`src/rtl/hazard_irq_ctrl.sv`:
```
// Pipeline hazard and interrupt controller: load-use stall, branch flush,
// interrupt entry/return sequencing with saved EPC and an entry counter.
module hazard_irq_ctrl (
  input  logic        clk,
  input  logic        rst,
  input  logic        IntReq,
  input  logic        IntEn,
  input  logic [4:0]  IDRs,
  input  logic [4:0]  IDRt,
  input  logic        IDUsesRs,
  input  logic        IDUsesRt,
  input  logic [4:0]  EXRd,
  input  logic        EXMemRead,
  input  logic        BranchTaken,
  input  logic        IDEret,
  input  logic [31:0] PCID,
  output logic        PCWrite,
  output logic        IFIDWrite,
  output logic        IFIDClear,
  output logic        IDEXClear,
  output logic [1:0]  PCSel,
  output logic [31:0] EPC,
  output logic        IntAck,
  output logic        InService,
  output logic [7:0]  IntCount
);

  typedef enum logic {
    RUN     = 1'b0,
    HANDLER = 1'b1
  } state_t;

  localparam logic [1:0] SEL_SEQ = 2'd0;
  localparam logic [1:0] SEL_BR  = 2'd1;
  localparam logic [1:0] SEL_VEC = 2'd2;
  localparam logic [1:0] SEL_EPC = 2'd3;

  state_t state;
  logic   pending;
  logic   load_use;
  logic   take;
  logic   do_eret;

  always_comb begin
    load_use = EXMemRead && (EXRd != 5'd0) &&
               ((IDUsesRs && (EXRd == IDRs)) || (IDUsesRt && (EXRd == IDRt)));
    take     = (state == RUN) && IntEn && (pending || IntReq) && !BranchTaken;
    // eret only retires when nothing of higher priority owns the cycle
    do_eret  = IDEret && (state == HANDLER) && !BranchTaken && !load_use;
  end

  assign InService = (state == HANDLER);

  always_comb begin
    PCWrite   = 1'b1;
    IFIDWrite = 1'b1;
    IFIDClear = 1'b0;
    IDEXClear = 1'b0;
    PCSel     = SEL_SEQ;
    IntAck    = 1'b0;
    if (rst) begin
      IFIDClear = 1'b1;
      IDEXClear = 1'b1;
    end else if (take) begin
      IFIDClear = 1'b1;
      IDEXClear = 1'b1;
      PCSel     = SEL_VEC;
      IntAck    = 1'b1;
    end else if (BranchTaken) begin
      IFIDClear = 1'b1;
      IDEXClear = 1'b1;
      PCSel     = SEL_BR;
    end else if (load_use) begin
      PCWrite   = 1'b0;
      IFIDWrite = 1'b0;
      IDEXClear = 1'b1;
    end else if (do_eret) begin
      IFIDClear = 1'b1;
      PCSel     = SEL_EPC;
    end
  end

  always_ff @(posedge clk) begin
    if (rst) begin
      state    <= RUN;
      pending  <= 1'b0;
      EPC      <= 32'd0;
      IntCount <= 8'd0;
    end else if (take) begin
      state    <= HANDLER;
      pending  <= 1'b0;
      EPC      <= PCID;
      IntCount <= IntCount + 8'd1;
    end else begin
      // requests that cannot be taken now (handler, branch, disabled) wait here
      if (IntReq) pending <= 1'b1;
      if (do_eret) state <= RUN;
    end
  end

endmodule
```
`config.mk`:
```
export PLATFORM = sky130hd
export DESIGN_NAME = hazard_irq_ctrl
export DESIGN_NICKNAME = d
export VERILOG_FILES = /design/src/rtl/hazard_irq_ctrl.sv
export SDC_FILE = /design/constraint.sdc
export NUM_CORES = 1
export LEC_CHECK = 0
export BUFFER_PORTS_ARGS = -buffer_cell sky130_fd_sc_hd__buf_2
export CELL_PAD_IN_SITES_DETAIL_PLACEMENT = 0
export CELL_PAD_IN_SITES_GLOBAL_PLACEMENT = 2
export CORE_MARGIN = 3
export CORE_UTILIZATION = 25
export DETAILED_ROUTE_END_ITERATION = 10
export HOLD_SLACK_MARGIN = 0.06
export PLACE_DENSITY = 0.84
export SLEW_MARGIN = 25
export SYNTH_ARGS = -nofsm -noshare
export SYNTH_HDL_FRONTEND = slang
export SYNTH_SLANG_ARGS = --single-unit
```
`constraint.sdc`:
```
create_clock -name clk -period 5.6 [get_ports clk]
set_input_delay 1.68 -clock clk [delete_from_list [all_inputs] [get_ports clk]]
set_output_delay 1.68 -clock clk [all_outputs]
set_load 0.01 [all_outputs]
```
==> impl_metrics.yaml <==
final_layout:
  n_antenna_cell: 0
  fin_util: 0.359
  fillCellCount: 775
  final_cell_area_um2: 2510
  area_growth_pct: 35.6
  register_area_um2: 841
  multi_input_area_um2: 898
  fin_nets: 381
  drive_above_1_share: 0.378
setup_path:
  cp_slowest_cell: "or4_1"
  rr_worst_depth: 5
  critPathKind: "primary input to primary output"
  critPathBufInv: 2
  crit_path_frequent_cell: "buf_2"
  cp_top_family: "simple AND/OR/NAND/NOR gates"
  r2r-start: "InService$_SDFFE_PP0P_"
  cp_max_fo: 6
  r2r-end: "EPC[12]$_SDFFE_PP0P_"
  cp_data_required_time_ns: 3.92
  end_kind: "primary output"
  critPathMaxStageDelay_ns: 0.56
  cp.arrival_ns: 3.07
  worstSetupStartpointType: "primary input"
  crit_chain: "buf_2, or4_1, o21ai_2, nor2_1, a211oi_1, buf_2"
  r2r_slack_ns: 3.54
route:
  drt_pass1_iterations: 4
  final_antenna_net_count: 0
  finalWirelength_um: 4900
  via_count: 1807
  drt_iter0_drc: 81
  viasPerCell: 4.29
  post-route-drc-count: 0
  routedWlPerCell_um: 11.6
sta:
  slew_viol_final: 0
  worst_slack_ns: 0.846
  worst_slew_pin_slew_ns: 0.535
  fin_crit_ns: 4.75
  hold_viol_final: 0
  fmax_mhz: 210
  setup-tns-final_ns: 0
  slew_headroom: 0.643
  setup_viol: 0
  clock_skew_ns: 0.00433
  fin_crit_sh: 0.849
  hold_ws_ns: 0.452
  rsz0062_at_grt: "false"
place:
  place_congestion: 0.696
  io_buffer_count: 103
  dp_hpwl_um: 3630
  place_ws_ns: 0.849
  place_area_um2: 2410
logic_synthesis:
  yosysUniqueCellTypes: 35
  synthMuxAreaShare: 0
  yosysSeqAreaShare: 0.455
  synth_top_family_by_area: "simple AND/OR/NAND/NOR gates"
  synth_area_leader_cell: "dfxtp_1"
  async_flop_share: 0
  synth-simple-area-share: 0.260
  synthAdderAreaFrac: 0.00677
  yosysMostFrequentCell: "nand2_1"
  ys_warn_count: 0
  yosysTopAreaCellShare: 0.455
  ys_top_cells_by_count: "71 x nand2_1, 42 x dfxtp_1, 36 x a21oi_1"
  netlist_instances: 225
  synthXorXnorAreaFrac: 0.0758
  synth_compound_area_frac: 0.143
  syn_nets: 282
  synthFlopType: "dfxtp_1"
  yosys-top-cells-area: "dfxtp_1 45%, nand2_1 14%, a21oi_1 9.7%, xnor2_1 7.6%, buf_6 3.0%"
  synth-edff-count: 0
  netlist_area_um2: 1850
  postSynthAreaPerCell_um2: 8.22
  yosys_register_bits: 42
clock_network:
  cts_tree: "yes"
  clock_path_buffers: 2
  clk_pin_slew_ns: 0.08
  hold_buffers: 0
  clk_latency_ns: 0.28
  ctsResizeCount: 0
  cts_root_buf: "clkbuf_8"
  post_cts_buffers: 0
  htree_levels: 2
  clock-sinks: 42
  cts-buffers-inserted: 5
worst_hold_path:
  hold_class: "flop to flop"
  whs_path_depth: 2
  holdCritStartpoint: "EPC[13]$_SDFFE_PP0P_"
  hold_end: "EPC[13]$_SDFFE_PP0P_"
power:
  cellPowerDensity_nw_per_um2: 243
  vdd_drop_max_mv: 0.0818
  power_leakage_nw: 1.09
die:
  die_w_um: 92.0
  die-area_um2: 8460
  num_rows: 30
  io_pins: 104
  core_um2: 6980
  start_util: 0.265
  dieHeight_um: 92.0
grt:
  grt_overflow_total: 0
  track_usage: 0.116
  grt_pass1_vias: 1730
  grt_first_pass_wirelength_um: 8090
  antenna_found_initial: 0
  grt_max_degree: 36
run:
  drv_cap: 0
outcome:
  status: "completed"
state kept, by name, indices dropped and copies added, names as in the netlist:
name and cells:
EPC 32, IntCount 8, InService 1, pending 1
worst max path at each step:
stage | from | end | slack [ns] | depth (start not counted)
final | EXRd[1] | PCSel[0] | 0.85 | 6
after global routing | EXRd[1] | PCSel[0] | 0.74 | 6
after CTS | EXRd[1] | PCSel[0] | 0.84 | 6
after detailed placement | EXRd[1] | PCSel[0] | 0.85 | 6
after global placement | EXRd[1] | PCSel[0] | 0.87 | 6
after floorplan | EXRd[1] | PCSel[0] | 1.09 | 4
through the flow:
step / power [mW] / cells
after global routing: 0.651 / 421
final: 0.610 / 421
after global placement: 0.416 / 413
after CTS: 0.626 / 421
after detailed placement: 0.417 / 413
after floorplan: 0.376 / 225
layer usage:
metal,share of wire,routed length [um],global-route usage,vias to the layer above
li1,-,-,-,947
met1,0.46,2270,0.151,776
met2,0.44,2140,0.184,82
met3,0.095,468,0.0402,2
met4,0.0053,26,0.0297,0
met5,0,0,0,-
logic make-up (layout without fill, tap and decap cells):
| family | Yosys count | in the layout |
|---|---|---|
| buffers and inverters | 17 | 117 |
| xor gates and xnor gates | 16 | 16 |
| DFF | 42 | 42 |
| and+or+nand+nor | 102 | 102 |
| adders and majority gates | 1 | 1 |
| AOI/OAI and AO/OA | 47 | 47 |
area by class of cell:
cell class                 count  area share
tap                           96      0.0479
sequential                    42       0.335
clock buffer                   6      0.0329
timing repair buffer         107       0.218
clock inverter                 2     0.00499
inverter                       2     0.00299
multi-input combinational    166       0.358
report_power, final:
| part | leakage, nW | total [mW] | switching, mW | internal, mW |
|---|---|---|---|---|
| Clock | 0.0472 | 0.202 | 0.103 | 0.0992 |
| Sequential | 0.341 | 0.316 | 0.00634 | 0.310 |
| Combinational | 0.699 | 0.0920 | 0.0509 | 0.0411 |
placed cells by master (no fill, tap or decap):
cell        instances
a211oi_1            1
a21bo_2             1
a21oi_1            36
a22oi_1             1
a31o_2              1
and3_1              1
buf_2             103
buf_4               4
clkbuf_8            6
clkinv_2            1
clkinvlp_4          1
dfxtp_1            42
ha_1                1
inv_1               2
nand2_1            71
nand3_1             3
nand3b_1            1
nand4_1             3
nor2_1              8
nor2_8              1
nor3_1              5
nor3b_1             1
nor4_1              1
nor4_2              2
nor4b_2             2
o211ai_1            1
o21ai_0             1
o21ai_2             1
o21bai_1            1
o22a_1              1
o22ai_1             1
o31ai_1             1
or2_1               1
or3b_1              1
or4_1               1
xnor2_1            16
worst register-to-register path, stage by stage (launching register included):
cell and delay, ns:
dfxtp_1 0.35, or3b_1 0.61, or2_1 0.51, buf_4 0.31
nand2_1 0.09, a21oi_1 0.07
No activity file was read; power rests on OpenSTA's default activity.
